### src/rtl/mux_8_1_arbiter.sv
// Round-robin arbiter granting one of eight requesters the shared 8:1 32-bit mux path.
// Latency: one cycle from req to gnt/sel/enb; all outputs registered.
// Backpressure: a holder keeps the path at most MAX_BURST cycles, then re-arbitration is forced.
module mux_8_1_arbiter #(
  parameter int MAX_BURST = 4,
  parameter int CNT_W     = 8
) (
  input  logic             clk_i,
  input  logic             rst_i,
  input  logic [0:7]       req_i,
  output logic [0:7]       gnt_o,
  output logic [0:2]       sel_o,
  output logic             enb_o,
  output logic [0:CNT_W-1] burst_cnt_o
);

  typedef enum logic {IDLE, GRANT} state_t;

  state_t           state_q, state_d;
  logic [2:0]       last_q, last_d;
  logic [0:7]       gnt_q, gnt_d;
  logic [2:0]       sel_q, sel_d;
  logic             enb_q, enb_d;
  logic [CNT_W-1:0] cnt_q, cnt_d;

  logic [2:0]       win;
  logic             found;
  logic [2:0]       idx;
  logic             hold;

  // Scan for the next requester starting just after the last winner; the last
  // winner itself is visited last, so it is re-granted only when alone.
  always_comb begin
    win   = last_q;
    found = 1'b0;
    idx   = '0;
    for (int i = 1; i <= 8; i++) begin
      idx = last_q + 3'(i);
      if (!found && req_i[idx]) begin
        win   = idx;
        found = 1'b1;
      end
    end
  end

  // The current holder keeps the path while it still requests and has burst budget left.
  always_comb begin
    hold = (state_q == GRANT) && req_i[last_q] && (cnt_q < CNT_W'(MAX_BURST));
  end

  // Next-state and output-register logic: hold, hand over back-to-back, or go idle.
  always_comb begin
    state_d = state_q;
    last_d  = last_q;
    gnt_d   = gnt_q;
    sel_d   = sel_q;
    enb_d   = enb_q;
    cnt_d   = cnt_q;
    if (hold) begin
      cnt_d = cnt_q + CNT_W'(1);
    end else if (found) begin
      state_d    = GRANT;
      last_d     = win;
      gnt_d      = '0;
      gnt_d[win] = 1'b1;
      sel_d      = win;
      enb_d      = 1'b1;
      cnt_d      = CNT_W'(1);
    end else begin
      // sel is left as-is; it is meaningless while enb is low.
      state_d = IDLE;
      gnt_d   = '0;
      enb_d   = 1'b0;
      cnt_d   = '0;
    end
  end

  // State and output registers; reset points the pointer at 7 so requester 0 wins first.
  always_ff @(posedge clk_i) begin
    if (rst_i) begin
      state_q <= IDLE;
      last_q  <= 3'd7;
      gnt_q   <= '0;
      sel_q   <= '0;
      enb_q   <= 1'b0;
      cnt_q   <= '0;
    end else begin
      state_q <= state_d;
      last_q  <= last_d;
      gnt_q   <= gnt_d;
      sel_q   <= sel_d;
      enb_q   <= enb_d;
      cnt_q   <= cnt_d;
    end
  end

  assign gnt_o       = gnt_q;
  assign sel_o       = sel_q;
  assign enb_o       = enb_q;
  assign burst_cnt_o = cnt_q;

endmodule

### config.mk
export PLATFORM = sky130hd
export DESIGN_NAME = mux_8_1_arbiter
export DESIGN_NICKNAME = d
export VERILOG_FILES = /design/src/rtl/mux_8_1_arbiter.sv
export SDC_FILE = /design/constraint.sdc
export NUM_CORES = 1
export LEC_CHECK = 0
export CAP_MARGIN = 20
export CORE_MARGIN = 1
export CORE_UTILIZATION = 45
export CTS_BUF_LIST = sky130_fd_sc_hd__clkbuf_8
export CTS_CLUSTER_DIAMETER = 120
export CTS_CLUSTER_SIZE = 28
export DETAILED_ROUTE_END_ITERATION = 6
export MAX_ROUTING_LAYER = met4
export PLACE_DENSITY = 0.73
export SYNTH_ARGS = -nofsm -noshare
export SYNTH_HDL_FRONTEND = slang
export SYNTH_SLANG_ARGS = --single-unit
### constraint.sdc
create_clock -name clk_i -period 3.99 [get_ports clk_i]
set_input_delay 0.399 -clock clk_i [delete_from_list [all_inputs] [get_ports clk_i]]
set_output_delay 0.399 -clock clk_i [all_outputs]
set_load 0.02 [all_outputs]
==> impl_metrics.env <==
export IMPL_die_h_um=68.05
export IMPL_crit_fanout=16
export IMPL_seq_power_share=0.158
export IMPL_core_area_um2=4086
export IMPL_crit_cells=9
export IMPL_cp_cell_sequence="clkinv_1 > ha_1 > mux2_2 > mux4_2 > or4b_4 > a21boi_1 > o31ai_1 > and3_1 > a32o_1"
export IMPL_r2r_cells=9
export IMPL_drv_cap=0
export IMPL_cts_clk_slew_worst_paths_ns=0.08
export IMPL_max_stage_delay_ns=0.68
export IMPL_area_growth_pct=20.14
export IMPL_netlist_area_um2=1963
export IMPL_grt_pass1_vias=1582
export IMPL_crit_buf_inv=1
export IMPL_ant_nets=0
export IMPL_comb_power_share=0.774
export IMPL_cts_setup_buffers=0
export IMPL_postSynthAreaPerCell_um2=9.965
export IMPL_drc_errors=0
export IMPL_worst_slew_pin_slew_ns=0.7313
export IMPL_first_pass_iters=4
export IMPL_viasPerCell=6.428
export IMPL_p_sw_w=0.0009678
export IMPL_drive_above_1_share=0.2035
export IMPL_required_ns=4.14
export IMPL_cts_resized=0
export IMPL_grt_usage=0.2402
export IMPL_period_needed_ns=3.577
export IMPL_antenna_cells=0
export IMPL_yosysWarnings=0
export IMPL_relSlewSlack=0.5091
export IMPL_min_to="gnt_o[6]"
export IMPL_finClkSkew_ns=0.008122
export IMPL_power_internal_w=0.001091
export IMPL_rr_endpoint="gnt_o[2]"
export IMPL_die_w_um=68.05
export IMPL_endpoint_kind="flip-flop"
export IMPL_grt_pass1_wl_mm=8.079
export IMPL_overflow=0
export IMPL_syn_instance_count=197
export IMPL_cp_start_kind="flip-flop"
export IMPL_worst_slack_ns=0.4128
export IMPL_hold_viol_final=0
export IMPL_antenna_found_initial=0
export IMPL_routabilityCongestion=0.9369
export IMPL_startpoint="last_q[1]"
export IMPL_cpLargestDelayFamily="multiplexers"
export IMPL_synth_cell_types=51
export IMPL_cts_tree="done"
export IMPL_cts_root_buf="clkbuf_8"
export IMPL_fin_util=0.5772
export IMPL_p_clk_frac=0.068
export IMPL_swShare=0.4701
export IMPL_first_iter_violations=99
export IMPL_regToRegSetupSlack_ns=0.41
export IMPL_cp_arrival_ns=3.73
export IMPL_async_flop_share=0
export IMPL_fin_setup_tns_ns=0
export IMPL_status="complete, no violations"
export IMPL_ctsHoldBuffers=0
export IMPL_synthFlopType="dfxtp_1"
export IMPL_nNetsFinal=240
export IMPL_grt_max_degree=27
export IMPL_cts_made_buffers=3
export IMPL_cts_max_level=1
export IMPL_dpl_hpwl_mm=3.584
export IMPL_initial_core_util=0.4804
export IMPL_clockBufferDepth=2
export IMPL_finalMaxSlewViolations=0
export IMPL_synth_edf_count=0
export IMPL_dp_cells=272
export IMPL_rows=23
export IMPL_io_buffers=29
export IMPL_clkSinkCount=23
export IMPL_holdWs_ns=0.4664
export IMPL_worstHoldStart="gnt_o[6]"
export IMPL_critPathSlowestCell="ha_1"
export IMPL_ys_seq_elements=23
export IMPL_die_area_um2=4631
export IMPL_p_leak_nw=0.8711
export IMPL_rsz0062_at_grt="no"
export IMPL_clkLatencyLatePin_ns=0.26
export IMPL_max_freq_mhz=279.5
export IMPL_setup_violations_final=0
export IMPL_pre_cts_slack_ns=0.4688
export IMPL_power_density_nw_per_um2=872.9
export IMPL_seq_area_frac_synth=0.2345
export IMPL_stdcell_count=276
export IMPL_avgRoutedWirePerCell_um=17.40
export IMPL_vdd_drop_max_v=0.0004733
export IMPL_vias=1774
export IMPL_drt_total_wl_mm=4.803
export IMPL_post_route_period_util=0.8965
export IMPL_hold_depth=1
export IMPL_num_io_pins=30
export IMPL_min_path_type="flip-flop to flip-flop"
export IMPL_crit_type="flip-flop to flip-flop"
export IMPL_reg2reg_from="last_q[1]"
## metal layers
layer,share of wire,global-route usage
met1,0.48,0.3543
met2,0.47,0.3444
met5,0,-
met3,0.043,0.03667
met4,0.0085,0.04948
## kinds of logic (layout without fill, tap and decap cells)
logic type,after synthesis,in the layout,share of synthesized area
adders and majority gates,3,3,0.01912
other,1,5,0.001910
AOI/OAI and AO/OA,52,52,0.2020
muxes,41,41,0.3327
DFF,23,23,0.2345
xor gates and xnor gates,3,3,0.01339
and+or+nand+nor,50,50,0.1409
buffers and inverters,24,49,0.05545
## cell type report
cell class | instances | area [um^2]
Fill cell | 377 | 1728
Sequential cell | 23 | 460.4
Inverter | 8 | 30.03
Tap cell | 50 | 62.56
Timing Repair Buffer | 37 | 350.3
Clock buffer | 3 | 41.29
Multi-Input combinational cell | 154 | 1409
Clock inverter | 1 | 5.005
## stage by stage
| stage | total power [W] | instance area, um^2 |
|---|---|---|
| after global routing | 0.002225 | 2359 |
| after detailed placement | 0.001893 | 2312 |
| after CTS | 0.002043 | 2359 |
| final | 0.002059 | 2359 |
| after floorplan | 0.001540 | 1978 |
| after global placement | 0.001884 | 2312 |
## worst reg2reg max path, stage by stage (launching register included)
cell      delay, ns
dfxtp_1        0.34
clkinv_1       0.08
ha_1           0.68
mux2_2         0.43
mux4_2         0.52
or4b_4         0.55
a21boi_1       0.18
o31ai_1        0.14
and3_1         0.27
a32o_1         0.27
## power by group through the flow
stage | Sequential, W | Clock [W] | Combinational, W
global placement | 0.000330 | 0 | 0.00155
floorplan | 0.000342 | 0 | 0.00120
global route | 0.000332 | 0.000158 | 0.00173
finish | 0.000326 | 0.000140 | 0.00159
CTS | 0.000325 | 0.000145 | 0.00157
detailed placement | 0.000331 | 0 | 0.00156
## layout by cell type (no fill, tap or decap), types with 3 or more instances in the layout
master	instances
a311oi_1	3
ha_1	3
clkbuf_8	3
a32o_1	8
a221oi_1	4
conb_1	5
nor2_1	9
o21ai_0	5
inv_1	5
nor3_1	9
dfxtp_1	23
mux4_2	14
clkdlybuf4s50_1	29
buf_4	8
nand3_1	4
xnor2_1	3
a21oi_1	10
nand2b_1	3
mux2_2	11
nand2_1	9
mux4_1	3
a211oi_1	4
nor4_1	4
mux2i_1	12
## worst max-delay path by stage
stage,slack (ns),end
6_report,0.41,gnt_o[2]
5_1_grt,0.23,gnt_o[2]
4_1_cts,0.44,gnt_o[2]
3_5_place_dp,0.47,gnt_o[1]
3_3_place_gp,0.49,gnt_o[6]
2_1_floorplan,0.31,gnt_o[6]
## registers in the layout, indices dropped and copies added, names as in the netlist
signal       flops
burst_cnt_o      8
gnt_o            8
last_q           3
sel_o            3
enb_o            1
## cell usage after synthesis, types with 3 or more instances
library cell / number / share of area
o21ai_0: 5 / 0.013
mux4_1: 3 / 0.040
nand2b_1: 3 / 0.0096
a21oi_1: 10 / 0.025
a221oi_1: 4 / 0.018
xnor2_1: 3 / 0.013
clkbuf_1: 11 / 0.021
a311oi_1: 3 / 0.013
nor4_1: 4 / 0.013
a211oi_1: 4 / 0.015
nor3_1: 9 / 0.023
mux2_2: 11 / 0.063
nand2_1: 9 / 0.017
a32o_1: 8 / 0.041
nor2_1: 9 / 0.017
buf_2: 3 / 0.0076
mux4_2: 14 / 0.16
dfxtp_1: 23 / 0.23
inv_1: 5 / 0.0096
mux2i_1: 12 / 0.061
ha_1: 3 / 0.019
nand3_1: 4 / 0.010
(Power assumes the default switching activity.)
